### config.mk
export PLATFORM = sky130hd
export DESIGN_NAME = sseg_scan_driver
export DESIGN_NICKNAME = d
export VERILOG_FILES = /design/src/rtl/sseg_pkg.sv /design/src/rtl/sseg_prescaler.sv /design/src/rtl/sseg_scan_driver.sv
export SDC_FILE = /design/constraint.sdc
export NUM_CORES = 1
export LEC_CHECK = 0
export ABC_AREA = 1
export ABC_CLOCK_PERIOD_IN_PS = 4000
export BUFFER_PORTS_ARGS = -buffer_cell sky130_fd_sc_hd__buf_2
export CAP_MARGIN = 40
export CORE_ASPECT_RATIO = 1.2
export CORE_MARGIN = 2
export CORE_UTILIZATION = 54
export DETAILED_ROUTE_END_ITERATION = 12
export GPL_TIMING_DRIVEN = 0
export PLACE_DENSITY = 0.75
export SYNTH_ARGS = -nofsm -noshare
export SYNTH_HDL_FRONTEND = slang
export SYNTH_SLANG_ARGS = --single-unit
### constraint.sdc
create_clock -name clk -period 4 [get_ports clk]
set_input_delay 0.4 -clock clk [delete_from_list [all_inputs] [get_ports clk]]
set_output_delay 0.4 -clock clk [all_outputs]
set_load 0.05 [all_outputs]
### src/rtl/sseg_pkg.sv
// Shared constants for the seven-segment scan driver: glyph table and blank pattern.
package sseg_pkg;

    localparam logic [6:0] SSEG_OFF = 7'h7F;

    // gfedcba, active-low, indexed by nibble value 0-F
    localparam logic [6:0] GLYPH_ROM [16] = '{
        7'b1000000, 7'b1111001, 7'b0100100, 7'b0110000,
        7'b0011001, 7'b0010010, 7'b0000010, 7'b1111000,
        7'b0000000, 7'b0010000, 7'b0001000, 7'b0000011,
        7'b1000110, 7'b0100001, 7'b0000110, 7'b0001110
    };

    function automatic logic [6:0] glyph(input logic [3:0] nib);
        return GLYPH_ROM[nib];
    endfunction

endpackage

### src/rtl/sseg_prescaler.sv
// Digit-slot counter: slot_tick on the last cycle of a slot, in_blank during the leading dark cycles.
module sseg_prescaler #(
    parameter int unsigned REFRESH_DIV  = 100000,
    parameter int unsigned BLANK_CYCLES = 1000
) (
    input  logic clk,
    input  logic reset_n,
    output logic slot_tick,
    output logic in_blank
);

    localparam int unsigned PW = $clog2(REFRESH_DIV);

    logic [PW-1:0] presc_q, presc_d;

    always_comb begin
        slot_tick = (presc_q == PW'(REFRESH_DIV - 1));
        presc_d   = slot_tick ? '0 : presc_q + PW'(1);
        in_blank  = (32'(presc_q) < BLANK_CYCLES);
    end

    always_ff @(posedge clk or negedge reset_n) begin
        if (!reset_n) begin
            presc_q <= '0;
        end else begin
            presc_q <= presc_d;
        end
    end

endmodule

### src/rtl/sseg_scan_driver.sv
// Multiplexed N-digit seven-segment driver with per-frame input snapshot.
// Define SSEG_LZ_BLANK_EN to enable leading-zero suppression.
module sseg_scan_driver
    import sseg_pkg::*;
#(
    parameter int unsigned NUM_DIGITS   = 8,
    parameter int unsigned REFRESH_DIV  = 100000,
    parameter int unsigned BLANK_CYCLES = 1000
) (
    input  logic                      clk,
    input  logic                      reset_n,
    input  logic [4*NUM_DIGITS-1:0]   value,
    input  logic [NUM_DIGITS-1:0]     dp_in,
    input  logic [NUM_DIGITS-1:0]     digit_en,
    output logic [6:0]                seven_seg,
    output logic                      dp,
    output logic [NUM_DIGITS-1:0]     anodes
);

    localparam int unsigned IW = (NUM_DIGITS > 1) ? $clog2(NUM_DIGITS) : 1;
    localparam logic [IW-1:0] IDX_LAST = IW'(NUM_DIGITS - 1);

    logic                    slot_tick, in_blank;
    logic [IW-1:0]           idx_q, idx_d;
    logic [4*NUM_DIGITS-1:0] snap_q, snap_d;
    logic [NUM_DIGITS-1:0]   dp_snap_q, dp_snap_d;
    logic [NUM_DIGITS-1:0]   en_snap_q, en_snap_d;
    logic                    pend_q, pend_d;
    logic [6:0]              seg_q, seg_d;
    logic                    dp_q, dp_d;
    logic [NUM_DIGITS-1:0]   anodes_q, anodes_d;
    logic [NUM_DIGITS-1:0]   supp;
    logic [3:0]              nib;
    logic                    visible;

    sseg_prescaler #(
        .REFRESH_DIV  (REFRESH_DIV),
        .BLANK_CYCLES (BLANK_CYCLES)
    ) u_presc (
        .clk       (clk),
        .reset_n   (reset_n),
        .slot_tick (slot_tick),
        .in_blank  (in_blank)
    );

`ifdef SSEG_LZ_BLANK_EN
    // Walk from the most significant digit down; a digit is blanked while every nibble at or above it is zero.
    always_comb begin
        logic        zero_run;
        int unsigned i;
        zero_run = 1'b1;
        i        = 0;
        supp     = '0;
        for (int unsigned k = 0; k < NUM_DIGITS; k++) begin
            i        = NUM_DIGITS - 1 - k;
            zero_run = zero_run & (snap_q[4*i +: 4] == 4'h0);
            supp[i]  = zero_run & (i != 0);
        end
    end
`else
    always_comb begin
        supp = '0;
    end
`endif

    always_comb begin
        idx_d     = idx_q;
        snap_d    = snap_q;
        dp_snap_d = dp_snap_q;
        en_snap_d = en_snap_q;
        pend_d    = 1'b0;

        if (slot_tick) begin
            idx_d = (idx_q == IDX_LAST) ? '0 : idx_q + IW'(1);
        end
        // Reload on the first edge after reset and at the last cycle of each frame.
        if (pend_q || (slot_tick && idx_q == IDX_LAST)) begin
            snap_d    = value;
            dp_snap_d = dp_in;
            en_snap_d = digit_en;
        end

        nib      = snap_q[{idx_q, 2'b00} +: 4];
        visible  = en_snap_q[idx_q] && !in_blank && !supp[idx_q];
        anodes_d = '1;
        seg_d    = SSEG_OFF;
        dp_d     = 1'b1;
        if (visible) begin
            anodes_d[idx_q] = 1'b0;
            seg_d           = glyph(nib);
            dp_d            = ~dp_snap_q[idx_q];
        end
    end

    always_ff @(posedge clk or negedge reset_n) begin
        if (!reset_n) begin
            idx_q     <= '0;
            snap_q    <= '0;
            dp_snap_q <= '0;
            en_snap_q <= '0;
            pend_q    <= 1'b1;
            seg_q     <= SSEG_OFF;
            dp_q      <= 1'b1;
            anodes_q  <= '1;
        end else begin
            idx_q     <= idx_d;
            snap_q    <= snap_d;
            dp_snap_q <= dp_snap_d;
            en_snap_q <= en_snap_d;
            pend_q    <= pend_d;
            seg_q     <= seg_d;
            dp_q      <= dp_d;
            anodes_q  <= anodes_d;
        end
    end

    assign seven_seg = seg_q;
    assign dp        = dp_q;
    assign anodes    = anodes_q;

endmodule
Word-level counts from Yosys, hierarchy flattened:

Memory sizes are Yosys's and may differ from the RTL's.
Cells that the tools add are included.

* register bits: 85
* ROM bits: 120
* input bits: 50
* output and inout bits: 16
* memories kept: 2

* add/sub/neg operators: 2
* order comparisons: 4
* equal/unequal tests: 2
* shift operators: 1
* muxes and demuxes: 14
* bitwise logic cells: 3
* reduce and logical (&&, ||, !) cells: 7

Memory list
* (no name shown): words 16, width 7, rd ports 1, clocked after Yosys merged registers in 0, write ports 0, line sseg_pkg.sv:15 `return GLYPH_ROM[nib];`
* (no name shown): words 8, width 1, rd ports 1, clocked after Yosys merged registers in 0, write ports 0, line sseg_scan_driver.sv:84 `visible = en_snap_q[idx_q] && !in_blank && !supp[idx_q];`

Operators by type and width (number)
* 32-bit by 6-bit variable part select with 4-bit output: 1
* 7-bit 2-to-1 mux: 3
* 17-bit by 1-bit adder with 17-bit output, second input constant: 1
* 17-bit == test, second input constant: 1
* 17-bit by 10-bit less-than comparator with 1-bit output, second input constant: 1
* 17-bit 2-to-1 mux: 1
* 8-bit 2-to-1 mux: 1
* 8-bit NOT: 1
* 1-bit binary-select mux with 3-bit select: 2
* 5-bit >= comparator, second input constant: 1
* 1-bit 2-to-1 mux: 5
* 4-bit NOT with 5-bit output: 1
* 1-bit logical AND: 4
* 3-bit by 4-bit less-than comparator with 1-bit output, second input constant: 1
* 3-bit by 1-bit adder with 3-bit output, second input constant: 1
* 1-bit demux with 3-bit select: 1
* 3-bit == test, second input constant: 1
* 3-bit by 1-bit >= comparator with 1-bit output, second input constant: 1
* 3-bit 2-to-1 mux: 1
* 1-bit zero test: 2
* 1-bit logical OR: 1
* 1-bit NOT: 1

Longest topological paths before layout:

* depth in word-level cells: 6
* mapped depth: 16

Hierarchy:

A second synthesis with hierarchy kept.

* cells, all modules: 519
* area total of the unflattened synthesis: 4280.4 um2

By module, submodules not included
* sseg_scan_driver: instances 1, cells each 369, area an instance 3263.1 um2, seq. area each 1722.9 um2
* sseg_prescaler: instances 1, cells each 150, area an instance 1017.2 um2, seq. area each 425.4 um2

Worst setup path after synthesis:

Ideal clock, no wire load.

* path kind: flip-flop to flip-flop
* start point: register idx_q[0]
* end point: register seg_q[3], in the netlist seven_seg[3]
* setup time: 0.064 ns
* arrival time: 1.827 ns
* data required time: 3.936 ns
* path slack: 2.109 ns
* cell stages (with the launch flop): 17
* clock period less this slack: 1.891 ns
* path through: dfrtp_1 > buf_4 > inv_2 > buf_2 > nand2_1 > nand2_1 > nand2_1 > nand2_1 > nand2_1 > nand2_1 > inv_1 > ha_1 > inv_1 > o21ai_0 > nand2_1 > nand2_1 > nand3_1

* longest elaborated chain between the ends: 6
* elaborated cells between the ends (all ways): 13
* classes of those cells: 1 x shift; 6 x mux; 1 x bitwise; 3 x reduce/logical; 2 x memory

RTL lines
* start, declared: line sseg_scan_driver.sv:24 `logic [IW-1:0] idx_q, idx_d;`
* start signal, assigned: line sseg_scan_driver.sv:106 `idx_q <= idx_d;`
* 32-bit by 6-bit variable part select with 4-bit output: line sseg_scan_driver.sv:83 `nib = snap_q[{idx_q, 2'b00} +: 4];`
* 4-bit NOT with 5-bit output (not written as such): line sseg_pkg.sv:15
* memory 16 x 7 bit
* 7-bit 2-to-1 mux (not written as such) (2 in a row): line sseg_pkg.sv:15
* 7-bit 2-to-1 mux (*): line sseg_scan_driver.sv:88 `if (visible) begin`
* named net seg_d[3]: line sseg_scan_driver.sv:29 `logic [6:0] seg_q, seg_d;`
* end signal, assigned: line sseg_scan_driver.sv:111 `seg_q <= seg_d;`
* end, declared: line sseg_scan_driver.sv:29

The timed path passes the listed nets; every way through them passes the cells marked *. The select of a mux whose other input is x is not followed.
A chain may end at the register's enable or synchronous reset.

Final worst setup path:

Ends and elaborated chain as after synthesis.

==> metrics.md <==
| Metric | Value |
|---|---|
| Core area | `7620 µm²` |
| Main synth FF type | `dfrtp_1` |
| First-pass GRT wire length | `15800 µm` |
| Tcrit/Tclk final | `57.9%` |
| Filler Cell Count | `675` |
| Peak VDD IR | `0.249 mV` |
| Clock Pin Slew Worst Setup and Hold Paths | `0.09 ns` |
| Number of routed nets with antenna violations | `0` |
| Post-DP HPWL | `6930 µm` |
| #FFs+latches synth | `85` |
| Flop-to-flop setup slack | `1.68 ns` |
| # Post-CTS Setup Buffers | `0` |
| Worst EP arrival | `2.63 ns` |
| Multiplexer share of the synthesized area | `0%` |
| Async S/R FF share, synth | `100%` |
| Worst setup path category | `flop to flop` |
| Combinational family with the most area after synthesis | `simple AND/OR/NAND/NOR gates` |
| CTS Sinks | `85` |
| HP Class | `input port to asynchronous set/reset pin` |
| Rows | `35` |
| Crit-path max FO | `10` |
| Headroom to the max-slew limit | `63.9%` |
| Critical path launch point type | `flop` |
| Clock skew | `0.00822 ns` |
| Vias in the first global route | `3391` |
| P_leak | `2.62 nW` |
| Netlist Area Pre-Place | `4210 µm²` |
| Sequential Power Share | `50.2%` |
| Worst Max-Slew Pin Slew | `0.542 ns` |
| # nets final | `668` |
| Min cycle time layout | `2.32 ns` |
| Status | `finished, final reports clean` |
| Overall Power | `1.84 mW` |
| Initial antenna violation count | `0` |
| Die width | `84.6 µm` |
| GPL Wtd Cong | `0.898` |
| Synth Net Count | `591` |
| Comb power frac | `10.1%` |
| H-tree depth | `3` |
| Synth Warn # | `0` |
| Via density | `5.09` |
| Fraction of layout cells with a size suffix above 1 | `20.3%` |
| Initial DRC Count | `182` |
| Post-CTS Hold Buffers | `0` |
| Syn Area/Cell | `7.90 µm²` |
| Synth Area in Compound Gates | `6.27%` |
| Worst-skew pair later-pin latency | `0.37 ns` |
| Switching share of power | `24.5%` |
| Antenna Cells | `0` |
| CP required | `4.31 ns` |
| P_sw | `0.450 mW` |
| Wirelength, routed | `9360 µm` |
| Initial DRT Pass Iterations | `4` |
| Post-synth EDFFs | `0` |
| Die area | `8520 µm²` |
| CTS root buf | `clkbuf_8` |
| P_int | `1.39 mW` |
| Cells after Synth | `533` |
| Die Height | `101 µm` |
| # setup viols final | `0` |
| # resized after CTS | `0` |
| Layout area overhead | `16.7%` |
| DRC viols | `0` |
| Initial Util | `55.3%` |
| Max-cap violations | `0` |
| Total track usage | `23.6%` |
| Final hold vios | `0` |
| Routed length per placed instance | `13.2 µm` |
| CP endpoint kind | `flop` |
| XOR/XNOR Fraction of Synth Area | `1.46%` |
| I/O pin count | `66` |
| Clock power share | `39.7%` |
| Setup TNS | `0 ns` |
| Slew Limit Fails | `0` |
| Num CTS Buffers | `9` |
| Pin count of the biggest net entering global routing | `44` |
| CTS tree | `yes` |
| Count of cell types in the netlist | `32` |
| Buffers from clock root to sink, at most | `2` |
| Adder-Cell Fraction of Synth Area | `2.38%` |
| Pwr dens | `374 nW/µm²` |
| Via count | `3602` |
| Global route total overflow | `0` |
| RSZ-0062 raised after global routing | `false` |
| Post-Synth Simple-Gate Area | `30.0%` |
| Fmax | `432 MHz` |
| Sequential area share after synthesis | `51.0%` |
| Count of buffers from port buffering | `65` |
power groups by stage:
| stage | Clock, mW | Sequential, mW | Combinational [mW] |
|---|---|---|---|
| finish | 0.730 | 0.923 | 0.186 |
| global route | 0.788 | 0.927 | 0.216 |
| CTS | 0.743 | 0.922 | 0.187 |
| detailed placement | 0 | 0.938 | 0.185 |
| global placement | 0 | 0.936 | 0.177 |
| floorplan | 0 | 0.932 | 0.112 |
flip-flops by register name (all words and copies together), names as in the netlist:
| register | cells |
|---|---|
| pend_q | 1 |
| en_snap_q | 8 |
| dp_snap_q | 8 |
| seven_seg | 7 |
| idx_q | 3 |
| u_presc.presc_q | 17 |
| dp | 1 |
| snap_q | 32 |
| anodes | 8 |
final timing paths:
path | from | endpoint | cells past startpoint
max | idx_q[0] | seven_seg[3] | 16
min | reset_n | u_presc.presc_q[8] | 1
max reg2reg | idx_q[0] | seven_seg[3] | 16
min reg2reg | u_presc.presc_q[0] | u_presc.presc_q[0] | 1
max in group asynchronous | reset_n | pend_q | 2
min in group clk | value[13] | snap_q[13] | 3
per-layer routing:
metal	up-vias	part of all wire [%]	global-route usage, %
li1	1811	-	-
met2	83	49	39.7
met5	-	0	0
met1	1690	44	30.0
met3	18	4.4	5.81
met4	0	2.0	8.06
cell usage after synthesis (2+ instances only):
cell type / number / area share (%)
dfstp_2: 17 / 11
nand3_1: 54 / 6.4
buf_2: 5 / 0.59
nor3_2: 2 / 0.48
inv_1: 59 / 5.3
nor2_1: 27 / 2.4
inv_2: 3 / 0.27
nand2_2: 2 / 0.30
nor3_1: 4 / 0.48
dfrtp_1: 68 / 40
xor2_1: 5 / 1.0
a21oi_1: 4 / 0.48
o21ai_0: 22 / 2.6
buf_4: 4 / 0.71
clkbuf_1: 4 / 0.36
buf_6: 6 / 1.6
ha_1: 8 / 2.4
nand2_1: 203 / 18
xnor2_1: 2 / 0.42
o21ai_1: 22 / 2.6
critical path, cell delays in order (launching register included):
cell,delay [ns]
dfrtp_1,0.40
buf_4,0.17
inv_2,0.16
buf_2,0.28
nand2_1,0.07
nand2_1,0.06
nand2_1,0.05
nand2_1,0.09
nand2_1,0.07
nand2_1,0.15
inv_1,0.10
ha_1,0.32
inv_1,0.05
o21ai_0,0.08
nand2_1,0.07
nand2_1,0.05
nand3_1,0.08
placed cells by master, fill, tap and decap left out, types with 2 or more instances in the layout:
| cell type | instances |
|---|---|
| clkbuf_8 | 9 |
| o21ai_0 | 22 |
| ha_1 | 8 |
| xor2_1 | 5 |
| buf_2 | 69 |
| buf_6 | 6 |
| nor2_1 | 27 |
| xnor2_1 | 2 |
| inv_1 | 59 |
| nor3_1 | 4 |
| buf_4 | 5 |
| inv_2 | 3 |
| clkbuf_1 | 5 |
| nand3_1 | 54 |
| nand2_1 | 203 |
| o21ai_1 | 22 |
| dfstp_2 | 17 |
| bufinv_16 | 3 |
| nand2_2 | 2 |
| a21oi_1 | 4 |
| nor3_2 | 2 |
| dfrtp_1 | 68 |
cell type report:
class / count / area [µm²] / area share, %
Multi-Input combinational cell: 367 / 1690 / 34.4
Inverter: 62 / 233 / 4.74
Sequential cell: 85 / 2150 / 43.7
Buffer: 19 / 138 / 2.80
Clock inverter: 6 / 111 / 2.27
Clock buffer: 10 / 128 / 2.60
Tap cell: 92 / 115 / 2.34
Timing Repair Buffer: 66 / 348 / 7.08
cell families (layout without fill, tap and decap cells):
| family | Yosys count | in the layout |
|---|---|---|
| fa+ha+maj | 8 | 8 |
| buf+inv | 81 | 163 |
| other cells | 1 | 1 |
| xor+xnor | 7 | 7 |
| flops | 85 | 85 |
| compound gates | 51 | 51 |
| simple gates | 300 | 300 |
stage by stage:
stage	setup slack, ns	hold WS, ns	instance area [µm²]	util [%]	cells
final	1.68	0.00850	4910	64.5	707
after global routing	1.36	0.0425	4910	64.5	707
after floorplan	2.11	0.104	4210	-	533
after detailed placement	1.71	0.427	4670	61.3	691
after CTS	1.68	0.0300	4910	64.5	707
after global placement	1.76	0.446	4650	61.0	690
Note: power is estimated with default switching activity, not from simulation.
